[src/rtl/arith_order_sched.sv]
// Round-robin order sequencer between the operation/I-O units and the arithmetic control.
// Issues one order pulse per grant, waits for the matching answer, and traps timeouts and illegal codes.
module arith_order_sched #(
    parameter int unsigned TIMEOUT_CYCLES = 96,
    parameter int unsigned CNT_W          = 7
) (
    input  logic       clk,
    input  logic       reset,
    input  logic       req_valid_from_op,
    input  logic [2:0] req_code_from_op,
    output logic       req_ready_to_op,
    input  logic       req_valid_from_io,
    output logic       req_ready_to_io,
    output logic       order_add_to_ac,
    output logic       order_sub_to_ac,
    output logic       order_mul_to_ac,
    output logic       order_div_to_ac,
    output logic       order_and_to_ac,
    output logic       order_io_to_ac,
    input  logic       ac_answer_from_op_path,
    input  logic       ac_answer_from_io_path,
    input  logic       do_clear_a_from_pu,
    input  logic       clear_err_from_pnl,
    output logic       done_to_op,
    output logic       done_to_io,
    output logic [1:0] err_to_op,
    output logic       busy_to_pnl
);

    typedef enum logic [2:0] {
        S_IDLE,
        S_ISSUE,
        S_WAIT,
        S_DONE,
        S_FAULT
    } state_t;

    typedef enum logic [1:0] {
        ERR_NONE    = 2'b00,
        ERR_TIMEOUT = 2'b01,
        ERR_ILLEGAL = 2'b10
    } err_t;

    typedef enum logic [2:0] {
        OP_ADD = 3'd0,
        OP_SUB = 3'd1,
        OP_MUL = 3'd2,
        OP_DIV = 3'd3,
        OP_AND = 3'd4
    } op_code_t;

    state_t           state_q,    state_d;
    err_t             err_q,      err_d;
    logic [CNT_W-1:0] cnt_q,      cnt_d;
    logic             last_io_q,  last_io_d;
    logic             grant_io_q, grant_io_d;
    logic [5:0]       order_q,    order_d;
    logic             done_op_q,  done_op_d;
    logic             done_io_q,  done_io_d;
    logic             busy_q,     busy_d;

    logic ready;
    logic op_win;
    logic io_win;
    logic answer_match;

    assign ready = (state_q == S_IDLE) && (err_q == ERR_NONE);

    // Tie goes to whichever side was not granted last.
    assign op_win = req_valid_from_op && (!req_valid_from_io || last_io_q);
    assign io_win = req_valid_from_io && !op_win;

    assign answer_match = grant_io_q ? ac_answer_from_io_path : ac_answer_from_op_path;

    always_comb begin
        state_d    = state_q;
        err_d      = err_q;
        cnt_d      = cnt_q;
        last_io_d  = last_io_q;
        grant_io_d = grant_io_q;
        order_d    = '0;
        done_op_d  = 1'b0;
        done_io_d  = 1'b0;

        if (do_clear_a_from_pu) begin
            state_d = S_IDLE;
            cnt_d   = '0;
        end else begin
            if (clear_err_from_pnl) begin
                err_d = ERR_NONE;
            end
            case (state_q)
                S_IDLE: begin
                    if (ready && (op_win || io_win)) begin
                        last_io_d  = io_win;
                        grant_io_d = io_win;
                        state_d    = S_ISSUE;
                        if (io_win) begin
                            order_d[5] = 1'b1;
                        end else begin
                            case (req_code_from_op)
                                OP_ADD:  order_d[0] = 1'b1;
                                OP_SUB:  order_d[1] = 1'b1;
                                OP_MUL:  order_d[2] = 1'b1;
                                OP_DIV:  order_d[3] = 1'b1;
                                OP_AND:  order_d[4] = 1'b1;
                                default: begin
                                    state_d = S_FAULT;
                                    err_d   = ERR_ILLEGAL;
                                end
                            endcase
                        end
                    end
                end
                S_ISSUE: begin
                    state_d = S_WAIT;
                    cnt_d   = '0;
                end
                S_WAIT: begin
                    cnt_d = cnt_q + CNT_W'(1);
                    // Answer on the final watchdog cycle still counts as success.
                    if (answer_match) begin
                        state_d   = S_DONE;
                        done_op_d = !grant_io_q;
                        done_io_d = grant_io_q;
                    end else if (cnt_q == CNT_W'(TIMEOUT_CYCLES - 1)) begin
                        state_d = S_FAULT;
                        err_d   = ERR_TIMEOUT;
                    end
                end
                S_DONE: begin
                    state_d = S_IDLE;
                end
                S_FAULT: begin
                    if (clear_err_from_pnl) begin
                        state_d = S_IDLE;
                    end
                end
                default: begin
                    state_d = S_IDLE;
                end
            endcase
        end

        busy_d = (state_d != S_IDLE);
    end

    always_ff @(posedge clk or posedge reset) begin
        if (reset) begin
            state_q    <= S_IDLE;
            err_q      <= ERR_NONE;
            cnt_q      <= '0;
            last_io_q  <= 1'b1;
            grant_io_q <= 1'b0;
            order_q    <= '0;
            done_op_q  <= 1'b0;
            done_io_q  <= 1'b0;
            busy_q     <= 1'b0;
        end else begin
            state_q    <= state_d;
            err_q      <= err_d;
            cnt_q      <= cnt_d;
            last_io_q  <= last_io_d;
            grant_io_q <= grant_io_d;
            order_q    <= order_d;
            done_op_q  <= done_op_d;
            done_io_q  <= done_io_d;
            busy_q     <= busy_d;
        end
    end

    assign req_ready_to_op = ready;
    assign req_ready_to_io = ready;
    assign order_add_to_ac = order_q[0];
    assign order_sub_to_ac = order_q[1];
    assign order_mul_to_ac = order_q[2];
    assign order_div_to_ac = order_q[3];
    assign order_and_to_ac = order_q[4];
    assign order_io_to_ac  = order_q[5];
    assign done_to_op      = done_op_q;
    assign done_to_io      = done_io_q;
    assign err_to_op       = err_q;
    assign busy_to_pnl     = busy_q;

endmodule

[config.mk]
export PLATFORM = sky130hd
export DESIGN_NAME = arith_order_sched
export DESIGN_NICKNAME = d
export VERILOG_FILES = /design/src/rtl/arith_order_sched.sv
export SDC_FILE = /design/constraint.sdc
export NUM_CORES = 1
export LEC_CHECK = 0
export CORE_ASPECT_RATIO = 1.4
export CORE_MARGIN = 2
export CORE_UTILIZATION = 50
export CTS_BUF_LIST = sky130_fd_sc_hd__clkbuf_8
export DETAILED_ROUTE_END_ITERATION = 10
export PLACE_DENSITY = 0.79
export SKIP_LAST_GASP = 1
export SYNTH_ARGS = -nofsm -noshare
export SYNTH_HDL_FRONTEND = slang
export SYNTH_SLANG_ARGS = --single-unit
[constraint.sdc]
create_clock -name clk -period 2.35 [get_ports clk]
set_input_delay 0.235 -clock clk [delete_from_list [all_inputs] [get_ports clk]]
set_output_delay 0.235 -clock clk [all_outputs]
set_load 0.01 [all_outputs]
# Word-level counts from Yosys, hierarchy flattened
# Index checks and enable logic that the tools add are counted.
[totals]
register_bits = 23
in_bits = 11
output_inout_bits = 13
wordCells = 69
[op_classes]
n_addsub = 1
eq_ne = 8
n_mux = 34
bitwise_logic = 1
n_reduce_logical = 16
[ops]
columns = ["op", "count"]
rows = [
  ["2-to-1 mux 3 bit", 7],
  ["2-to-1 mux 6 bit", 3],
  ["one-hot mux 7 bit (2 select lines)", 1],
  ["2-to-1 mux 1 bit", 13],
  ["2-to-1 mux 2 bit", 6],
  ["one-hot mux 3 bit (4 select lines)", 1],
  ["equality test 3 x 2 -> 1 bit, second input constant", 3],
  ["adder 7 x 1 -> 7 bit, second input constant", 1],
  ["equality test 7 bit, second input constant", 1],
  ["2-to-1 mux 7 bit", 1],
  ["equality test 3 x 1 -> 1 bit, second input constant", 2],
  ["equality test 3 bit, second input constant", 2],
  ["zero test 3 bit", 2],
  ["nonzero test 3 bit", 2],
  ["2-to-1 mux 5 bit", 1],
  ["OR reduction 5 bit", 1],
  ["logical AND 1 bit", 4],
  ["one-hot mux 2 bit (2 select lines)", 1],
  ["zero test 1 bit", 3],
  ["AND reduction 3 bit", 1],
  ["zero test 2 bit", 1],
  ["logical OR 1 bit", 2],
  ["NOT 1 bit", 1],
]

# Depth between registers and ports, before layout
# Gate-level depths: netlist of run 1.
[logic_depth]
depth_word = 11
depth_mapped = 6
mapped_depth_nobuf = 5

# Worst setup path before layout of run 1
# No wires, ideal clock.
[synth_path]
path_type = "register to register"
startpoint = "register state_q[2]"
endpoint = "register cnt_q[4]"
setup_time_ns = 0.077
arrival_time_ns = 1.313
required_ns = 2.273
path_slack_ns = 0.961
path_stages_with_launch = 6
n_path_buf = 1
period_less_slack_ns = 1.389
cell_sequence = "dfrtp_1 -> or4b_1 -> buf_2 -> a31oi_2 -> o21ai_1 -> o21ai_1"
[synth_via]
elab_chain_cells = 3
elab_cells_between_ends = 5
cone_classes = "2 x eq/ne; 2 x mux; 1 x reduce/logical"
[synth_lines]
columns = ["item", "line", "text"]
rows = [
  ["start, declared", "52", "state_t state_q, state_d;"],
  ["start signal, assigned", "160", "state_q <= state_d;"],
  ["equality test 3 x 2 -> 1 bit / equality test 3 x 1 -> 1 bit (equally long branches)", "92", "case (state_q)"],
  ["one-hot mux 7 bit (2 select lines)", "92", ""],
  ["2-to-1 mux 7 bit", "85", "if (do_clear_a_from_pu) begin"],
  ["end signal, assigned", "162", "cnt_q <= cnt_d;"],
  ["end, declared", "54", "logic [CNT_W-1:0] cnt_q, cnt_d;"],
]
# Parallel ways exist; a longest one is shown, timed or not.
# A chain may end at the register's enable or synchronous reset.

# Final worst setup path of run 1
[layout_path]
startpoint = "register state_q[1]"
endpoint = "output port req_ready_to_io"
[layout_via]
elab_chain_cells = 2
[layout_lines]
columns = ["item", "line", "text"]
rows = [
  ["zero test 3 bit", "67", "assign ready = (state_q == S_IDLE) && (err_q == ERR_NONE);"],
  ["logical AND 1 bit", "67", ""],
  ["end, declared", "13", "output logic req_ready_to_io,"],
]
# Every way passes these cells.

==> flow_metrics.env, run 1 <==
export IMPL_area_growth_pct=27.3
export IMPL_synth_largest_area_cell="dfrtp_1"
export IMPL_slew_headroom_pct=65.6
export IMPL_arrival_ns=1.75
export IMPL_die_w_um=43.1
export IMPL_crit_type="flop to primary output"
export IMPL_viasPerCell=5.76
export IMPL_slowest_stage="clkdlybuf4s50_1"
export IMPL_nets=148
export IMPL_hold_path_class="primary input to async pin"
export IMPL_setup_tns_ns=0
export IMPL_status="complete, no violations"
export IMPL_path_clk_slew_ns=0.08
export IMPL_critPathBufInv=2
export IMPL_cts_made_buffers=3
export IMPL_yosys_cell_types_count=37
export IMPL_port_buffers=23
export IMPL_power_frac_comb_pct=29.5
export IMPL_cts_sinks=23
export IMPL_max_stage_delay_ns=0.54
export IMPL_dp_cells=152
export IMPL_synthesis_nets=121
export IMPL_drcViolationCount=0
export IMPL_cp_required_ns=2.12
export IMPL_synthCells=109
export IMPL_p_switching_uw=313
export IMPL_design_die_area_um2=2540
export IMPL_cts_tree="done"
export IMPL_ant_nets=0
export IMPL_dp_slack_ns=0.419
export IMPL_layout_setup_ws_ns=0.366
export IMPL_final_setup_viol_count=0
export IMPL_critPathTopFamily="buffers and inverters"
export IMPL_clk_latency_ns=0.26
export IMPL_io_pins=24
export IMPL_cts_resized=0
export IMPL_clock_path_buffers=2
export IMPL_peakVddDrop_uv=498
export IMPL_place_area_um2=1320
export IMPL_path_max_fanout=5
export IMPL_final_common_cell="clkdlybuf4s50_1"
export IMPL_skew_ns=0.00338
export IMPL_cp_start_kind="flop"
export IMPL_crit_cells=4
export IMPL_async_reset_ff_share_pct=100
export IMPL_drv_slew=0
export IMPL_drv_cap=0
export IMPL_grt_pass1_wl_um=4030
export IMPL_h_tree_depth=1
export IMPL_drive_above_1_share_pct=5.93
export IMPL_fp_dieH_um=58.8
export IMPL_antenna_found_initial=0
export IMPL_fmax_mhz=504
export IMPL_seq_area_frac_synth_pct=53.8
export IMPL_worst_r2r_cell_count=4
export IMPL_tightest_slew_ns=0.516
export IMPL_leakage_uw=0.000627
export IMPL_cts_setup_buffers=0
export IMPL_rows=19
export IMPL_ys_flop_type="dfrtp_1"
export IMPL_syn_avg_cell_area_um2=9.84
export IMPL_gp_congestion=0.835
export IMPL_final_cell_mix="clkdlybuf4s50_1, dfrtp_1, nand2_1"
export IMPL_start_util_pct=53.7
export IMPL_num_antenna_cells=0
export IMPL_path_cells="nor2_2 > nand3_1 > inv_1 > clkdlybuf4s50_1"
export IMPL_grt_max_degree=24
export IMPL_synth_top_area_share_pct=51.3
export IMPL_drtIter0Drc=14
export IMPL_period_share_pct=84.4
export IMPL_core_area_um2=2000
export IMPL_layout_min_cycle_time_ns=1.98
export IMPL_wl_per_cell_um=14.8
export IMPL_clock_power_share_pct=22.8
export IMPL_yosys_top_cells_area="dfrtp_1, nand2_1, o21ai_0"
export IMPL_crit_path_end_kind="primary output"
export IMPL_syn_area_um2=1070
export IMPL_yosysWarnings=0
export IMPL_synth_seq_cells=23
export IMPL_dp_hpwl_um=1790
export IMPL_stdcell_area_um2=1370
export IMPL_synth_edf_count=0
export IMPL_grt_overflow=0
export IMPL_hold_viol=0
export IMPL_vias=898
export IMPL_swShare_pct=30.5
export IMPL_hold_slack_ns=0.314
export IMPL_pwr_share_seq_pct=47.7
export IMPL_p_int_uw=714
export IMPL_first_global_vias=942
export IMPL_grt_use_total_pct=21.1
export IMPL_hold_buffers=0
export IMPL_root_buffer="clkbuf_8"
export IMPL_final_cells=156
export IMPL_dr_pass1_iters=4
export IMPL_power_density_nw_per_um2=752
export IMPL_routed_wl_um=2310
export IMPL_rsz0062_at_grt="no"
-- synthesized netlist by cell type, types with 2 or more instances --
master and count:
inv_1 5, and2_1 2, a21oi_1 2, nor3_1 5, dfrtp_1 22, and3_1 2, nand2b_1 4, a31oi_1 2
o21ai_0 8, nand2_1 13, nand4_1 2, nor2_1 8, nand3_1 5, xor2_1 2, o21ai_1 5
-- kinds of logic after synthesis --
logic type | share of synthesized area [%]
buffers and inverters | 3.97
adders and majority gates | 1.17
DFF | 53.8
and+or+nand+nor | 24.5
AOI/OAI and AO/OA | 14.0
xor gates and xnor gates | 1.63
muxes | 0.934
-- layer usage --
layer / track usage, % / routed length, um / up-vias
li1: - / - / 437
met2: 40.9 / 1270 / 28
met4: 8.66 / 30 / 0
met1: 21.6 / 896 / 429
met3: 3.68 / 108 / 4
met5: 0 / 0 / -
-- worst min-delay path, cell delays in order --
cell,delay [ns]
clkdlybuf4s50_1,0.40
inv_1,0.05
buf_4,0.28
-- layout make-up --
| type | instances | area (um2) |
|---|---|---|
| clock buffer | 3 | 41.3 |
| clock inverter | 1 | 3.75 |
| fill | 159 | 632 |
| inverter | 5 | 18.8 |
| multi-input combinational | 78 | 453 |
| sequential | 23 | 577 |
| tap | 21 | 26.3 |
| timing repair buffer | 25 | 245 |
-- registers in the layout (all words and copies together), names as in the netlist --
name,cells
cnt_q,7
done_to_io,1
busy_to_pnl,1
done_to_op,1
state_q,3
last_io_q,1
err_to_op,2
grant_io_q,1
order_q,6
-- power groups by stage --
stage	Clock (uW)	Combinational [uW]	Sequential, uW
final	234	303	490
after global routing	251	334	497
after CTS	243	305	490
after detailed placement	0	303	498
after global placement	0	300	495
after floorplan	0	181	496
-- final timing paths --
kind                       slack [ns]        from              end
setup / recovery                 0.37  state_q[1]  req_ready_to_io
hold / removal                   0.31       reset       order_q[5]
setup reg to reg                 0.81  state_q[2]         cnt_q[4]
hold reg to reg                  0.48    cnt_q[6]         cnt_q[6]
max in group asynchronous        1.75       reset        last_io_q
min in group clk                 0.48    cnt_q[6]         cnt_q[6]
-- stage by stage --
step / util, % / power [uW]
after floorplan: - / 676
after global placement: 66.1 / 795
after detailed placement: 66.1 / 801
after CTS: 68.4 / 1040
after global routing: 68.4 / 1080
final: 68.4 / 1030
(Power assumes the default switching activity.)
==> run 2: changes to the inputs <==
Settings changed: CORE_UTILIZATION 50 to 46, PLACE_DENSITY 0.79 to 0.77.
Clock period 2.35 ns to 1.6 ns, I/O delays scaled along.
==> run 2 against run 1 <==
  * Wire length is 2.2% higher
  * Register-to-register slack worse by 0.72 ns
  * Sequential share of layout area is 2.4 points lower
  * Count of clock-buffer cells in the layout stayed put
  * Flip-flop and latch count stayed put
  * Non-clock buffer count is 10 higher
  * Combinational power is 67% higher
  * Sequential power is 46% higher
  * Largest cell class unchanged
==> flow_metrics.env, run 2 (same netlist as run 1, synthesis figures left out) <==
export IMPL_fmax_mhz=664
export IMPL_hold_path_class="primary input to async pin"
export IMPL_fp_dieH_um=61.1
export IMPL_area_growth_pct=34.9
export IMPL_critPathTopFamily="simple AND/OR/NAND/NOR gates"
export IMPL_grt_use_total_pct=19.4
export IMPL_path_cells="nor2_1 > nand4_1 > or3b_1 > nor3_1"
export IMPL_h_tree_depth=1
export IMPL_cts_made_buffers=3
export IMPL_hold_viol=0
export IMPL_max_stage_delay_ns=0.46
export IMPL_grt_overflow=0
export IMPL_viasPerCell=5.66
export IMPL_design_die_area_um2=2740
export IMPL_die_w_um=44.8
export IMPL_period_share_pct=94.1
export IMPL_path_max_fanout=7
export IMPL_rsz0062_at_grt="yes"
export IMPL_dp_hpwl_um=1790
export IMPL_layout_min_cycle_time_ns=1.51
export IMPL_leakage_uw=0.000678
export IMPL_cp_start_kind="flop"
export IMPL_drv_slew=0
export IMPL_cp_required_ns=1.77
export IMPL_arrival_ns=1.68
export IMPL_ant_nets=0
export IMPL_gp_congestion=0.798
export IMPL_routed_wl_um=2360
export IMPL_tightest_slew_ns=0.294
export IMPL_grt_pass1_wl_um=3990
export IMPL_slew_headroom_pct=80.4
export IMPL_drv_cap=0
export IMPL_clock_path_buffers=2
export IMPL_hold_slack_ns=0.232
export IMPL_top_register="cnt_q"
export IMPL_top_regs="cnt_q: 7 flops, order_q: 6 flops, state_q: 3 flops"
export IMPL_final_common_cell="dfrtp_1"
export IMPL_skew_ns=0.00254
export IMPL_root_buffer="clkbuf_8"
export IMPL_path_clk_slew_ns=0.08
export IMPL_dp_slack_ns=-0.137
export IMPL_final_cells=167
export IMPL_grt_max_degree=24
export IMPL_drtIter0Drc=16
export IMPL_layout_setup_ws_ns=0.0945
export IMPL_final_util_pct=65.7
export IMPL_clk_latency_ns=0.26
export IMPL_wl_per_cell_um=14.1
export IMPL_final_cell_mix="dfrtp_1, clkdlybuf4s50_1, nand2_1"
export IMPL_slowest_stage="dfrtp_1"
export IMPL_io_pins=24
export IMPL_drcViolationCount=0
export IMPL_largest_reg_flops=7
export IMPL_status="complete, no violations"
export IMPL_final_setup_viol_count=0
export IMPL_crit_type="flop to flop"
export IMPL_critPathBufInv=0
export IMPL_peakVddDrop_uv=609
export IMPL_start_util_pct=48.7
export IMPL_nets=158
export IMPL_port_buffers=23
export IMPL_cts_tree="done"
export IMPL_rows=20
export IMPL_dp_cells=161
export IMPL_cts_sinks=23
export IMPL_drive_above_1_share_pct=14.5
export IMPL_core_area_um2=2200
export IMPL_first_global_vias=945
export IMPL_dr_pass1_iters=4
export IMPL_vias=945
export IMPL_power_density_nw_per_um2=1090
export IMPL_antenna_found_initial=0
export IMPL_num_antenna_cells=0
export IMPL_crit_path_end_kind="flop"
==> run 2: changes by cell type in the layout (fill, tap and decap cells not counted), sizes merged <==
cell | previous run | this run
inv | 6 | 5
clkinv | 0 | 1
dlygate4sd2 | 0 | 2
buf | 2 | 12
clkdlybuf4s50 | 23 | 21
==> run 2: timing repair <==
| action | CTS | global route |
|---|---|---|
| endpoints found under the setup margin | 2 | 3 |
| gates cloned | 0 | 0 |
| hold buffers | 0 | 0 |
| setup buffers | 2 | 0 |
| resized for setup | 3 | 1 |
| pin swaps | 1 | 0 |
==> run 2: routing by layer <==
layer / up-vias / GRT usage, % / wire length (um)
li1: 460 / - / -
met1: 459 / 22.1 / 954
met2: 24 / 36.4 / 1290
met3: 2 / 3.23 / 101
met4: 0 / 5.88 / 14
met5: - / 0 / 0
==> run 2: area by class of cell <==
class                           count  area [um2]
Multi-Input combinational cell     78         459
Clock buffer                        3        41.3
Tap cell                           22        27.5
Sequential cell                    23         577
Fill cell                         182         756
Inverter                            5        18.8
Timing Repair Buffer               35         318
Clock inverter                      1        5.00
==> run 2: worst register-to-register path, stage by stage, from the launching register on <==
cell	delay, ns
dfrtp_1	0.46
nor2_1	0.22
nand4_1	0.15
or3b_1	0.43
nor3_1	0.16
==> run 2: path summary, 6_finish.rpt <==
path	slack, ns	cells past startpoint	endpoint	from
hold / removal	0.23	3	err_to_op[1]	reset
setup reg to reg	0.09	4	order_q[3]	state_q[2]
setup / recovery	0.09	4	order_q[3]	state_q[2]
hold reg to reg	0.48	1	cnt_q[6]	cnt_q[6]
min in group clk	0.48	1	cnt_q[6]	cnt_q[6]
max in group asynchronous	1.09	3	last_io_q	reset
==> run 2: report_power, final <==
group | switching, uW | internal [uW]
registers | 56.3 | 658
clock network | 184 | 173
logic | 243 | 263
total | 484 | 1090
==> run 2: per-stage QoR <==
step | area [um2] | TNS (ns) | total power, uW
5_1_grt | 1450 | -0.00315 | 1690
4_1_cts | 1440 | 0 | 1580
3_3_place_gp | 1380 | -0.380 | 1220
6_report | 1450 | 0 | 1580
2_1_floorplan | 1070 | 0 | 993
3_5_place_dp | 1380 | -0.873 | 1230
==> run 3: changes to the inputs <==
Settings changed: CELL_PAD_IN_SITES_DETAIL_PLACEMENT from default to 2, CELL_PAD_IN_SITES_GLOBAL_PLACEMENT from default to 2, CORE_UTILIZATION 46 to 25, PLACE_DENSITY 0.77 to 0.69.
==> run 3 against run 2 <==
  * Sequential power is essentially flat
  * Clock power grew 2%
  * Power increased by 3.7%
  * Final cell count grew 15%
  * Die area grew 77%
  * Global-route usage fell by 5.3 points
  * Wire length up 31%
  * Via count is 2.2% higher
  * Worst setup slack better by 0.0094 ns
  * Worst hold slack gained 0.011 ns
  * Cell area grew 4.1%
  * Critical endpoint is now cnt_q[2]
==> flow_metrics.env, run 3 (same netlist as run 1, synthesis figures left out) <==
export IMPL_crit_type="flop to flop"
export IMPL_crit_path_end_kind="flop"
export IMPL_arrival_ns=1.64
export IMPL_cp_required_ns=1.74
export IMPL_fillers=454
export IMPL_start_util_pct=25.7
export IMPL_clock_path_buffers=2
export IMPL_drcViolationCount=0
export IMPL_layout_min_cycle_time_ns=1.50
export IMPL_setup_tns_ns=0
export IMPL_first_global_vias=1106
export IMPL_gp_congestion=0.727
export IMPL_path_clk_slew_ns=0.09
export IMPL_grt_overflow=0
export IMPL_design_die_area_um2=4840
export IMPL_ant_nets=0
export IMPL_rows=28
export IMPL_final_setup_viol_count=0
export IMPL_nets=160
export IMPL_grt_pass1_wl_um=5150
export IMPL_dr_pass1_iters=4
export IMPL_drive_above_1_share_pct=17.7
export IMPL_drtIter0Drc=8
export IMPL_routed_wl_um=3080
export IMPL_path_max_fanout=7
export IMPL_area_growth_pct=40.4
export IMPL_cts_sinks=23
export IMPL_core_area_um2=4170
export IMPL_root_buffer="clkbuf_8"
export IMPL_grt_use_total_pct=14.1
export IMPL_cts_tree="done"
export IMPL_drv_cap=0
export IMPL_h_tree_depth=1
export IMPL_top_register="cnt_q"
export IMPL_period_share_pct=93.5
export IMPL_clk_latency_ns=0.26
export IMPL_cp_start_kind="flop"
export IMPL_tightest_slew_ns=0.296
export IMPL_hold_viol=0
export IMPL_viasPerCell=5.03
export IMPL_io_pins=24
export IMPL_drv_slew=0
export IMPL_top_regs="cnt_q: 7 flops, order_q: 6 flops, state_q: 3 flops"
export IMPL_skew_ns=0.00506
export IMPL_rsz0062_at_grt="yes"
export IMPL_final_cell_mix="dfrtp_1, clkdlybuf4s50_1, buf_4"
export IMPL_hold_buffers=0
export IMPL_fp_dieH_um=81.5
export IMPL_leakage_uw=0.000694
export IMPL_wl_per_cell_um=16.0
export IMPL_status="complete, no violations"
export IMPL_num_antenna_cells=0
export IMPL_final_util_pct=36.1
export IMPL_largest_reg_flops=7
export IMPL_slew_headroom_pct=79.7
export IMPL_port_buffers=23
export IMPL_peakVddDrop_uv=293
export IMPL_cts_made_buffers=3
export IMPL_grt_max_degree=24
export IMPL_vias=966
export IMPL_dp_hpwl_um=2360
export IMPL_power_density_nw_per_um2=1090
export IMPL_hold_path_class="primary input to async pin"
export IMPL_final_common_cell="dfrtp_1"
export IMPL_fmax_mhz=668
export IMPL_antenna_found_initial=0
export IMPL_die_w_um=59.4
export IMPL_hold_slack_ns=0.244
-- run 3: cell count changes in the layout (fill, tap and decap cells not counted), sizes merged --
cell,before,now
buf,12,14
-- run 3: area by class of cell --
cell class,count,area (um2),share of cell area [%]
tap,45,56.3,3.74
multi-input combinational,78,474,31.5
sequential,23,577,38.3
clock inverter,1,5.00,0.333
inverter,5,18.8,1.25
timing repair buffer,37,333,22.1
clock buffer,3,41.3,2.74
-- run 3: per-layer routing --
| metal | global-route usage, % | vias to the layer above | share of wire, % |
|---|---|---|---|
| li1 | - | 463 | - |
| met2 | 27.5 | 16 | 57 |
| met5 | 0 | - | 0 |
| met1 | 15.2 | 485 | 39 |
| met3 | 1.57 | 2 | 2.6 |
| met4 | 4.77 | 0 | 0.59 |
-- run 3: worst paths after layout --
check,startpoint,end,slack [ns],cells after the start
max,state_q[1],cnt_q[2],0.10,6
max in group asynchronous,reset,last_io_q,1.07,3
min in group clk,cnt_q[6],cnt_q[6],0.48,1
min,reset,order_q[2],0.24,3
max reg2reg,state_q[1],cnt_q[2],0.10,6
min reg2reg,cnt_q[6],cnt_q[6],0.48,1
-- run 3: power breakdown --
group | switching [uW] | total [uW] | leakage, uW | internal [uW]
clock | 190 | 364 | 0.0000255 | 174
sequential | 57.4 | 715 | 0.000312 | 658
combinational | 278 | 557 | 0.000357 | 279
-- run 3: metrics by stage --
step                power (uW)  instance area [um2]  setup WS [ns]  instances
CTS                       1650                 1490       -0.00532        192
finish                    1640                 1510          0.104        192
global placement          1250                 1430         -0.102        186
global route              1750                 1510        -0.0177        192
floorplan                  993                 1070          0.211        109
detailed placement        1270                 1430         -0.139        186
-- run 3: timing repair --
item,in CTS,in global routing
resized for setup,3,5
pin swaps,0,1
endpoints found under the setup margin,2,12
buffers inserted,2,0
-- run 3: critical path, cell delays in order (launching register included) --
cell,delay (ns)
dfrtp_1,0.42
buf_4,0.16
xor2_1,0.22
a21oi_1,0.12
buf_4,0.18
o21ai_0,0.16
o21ai_0,0.11
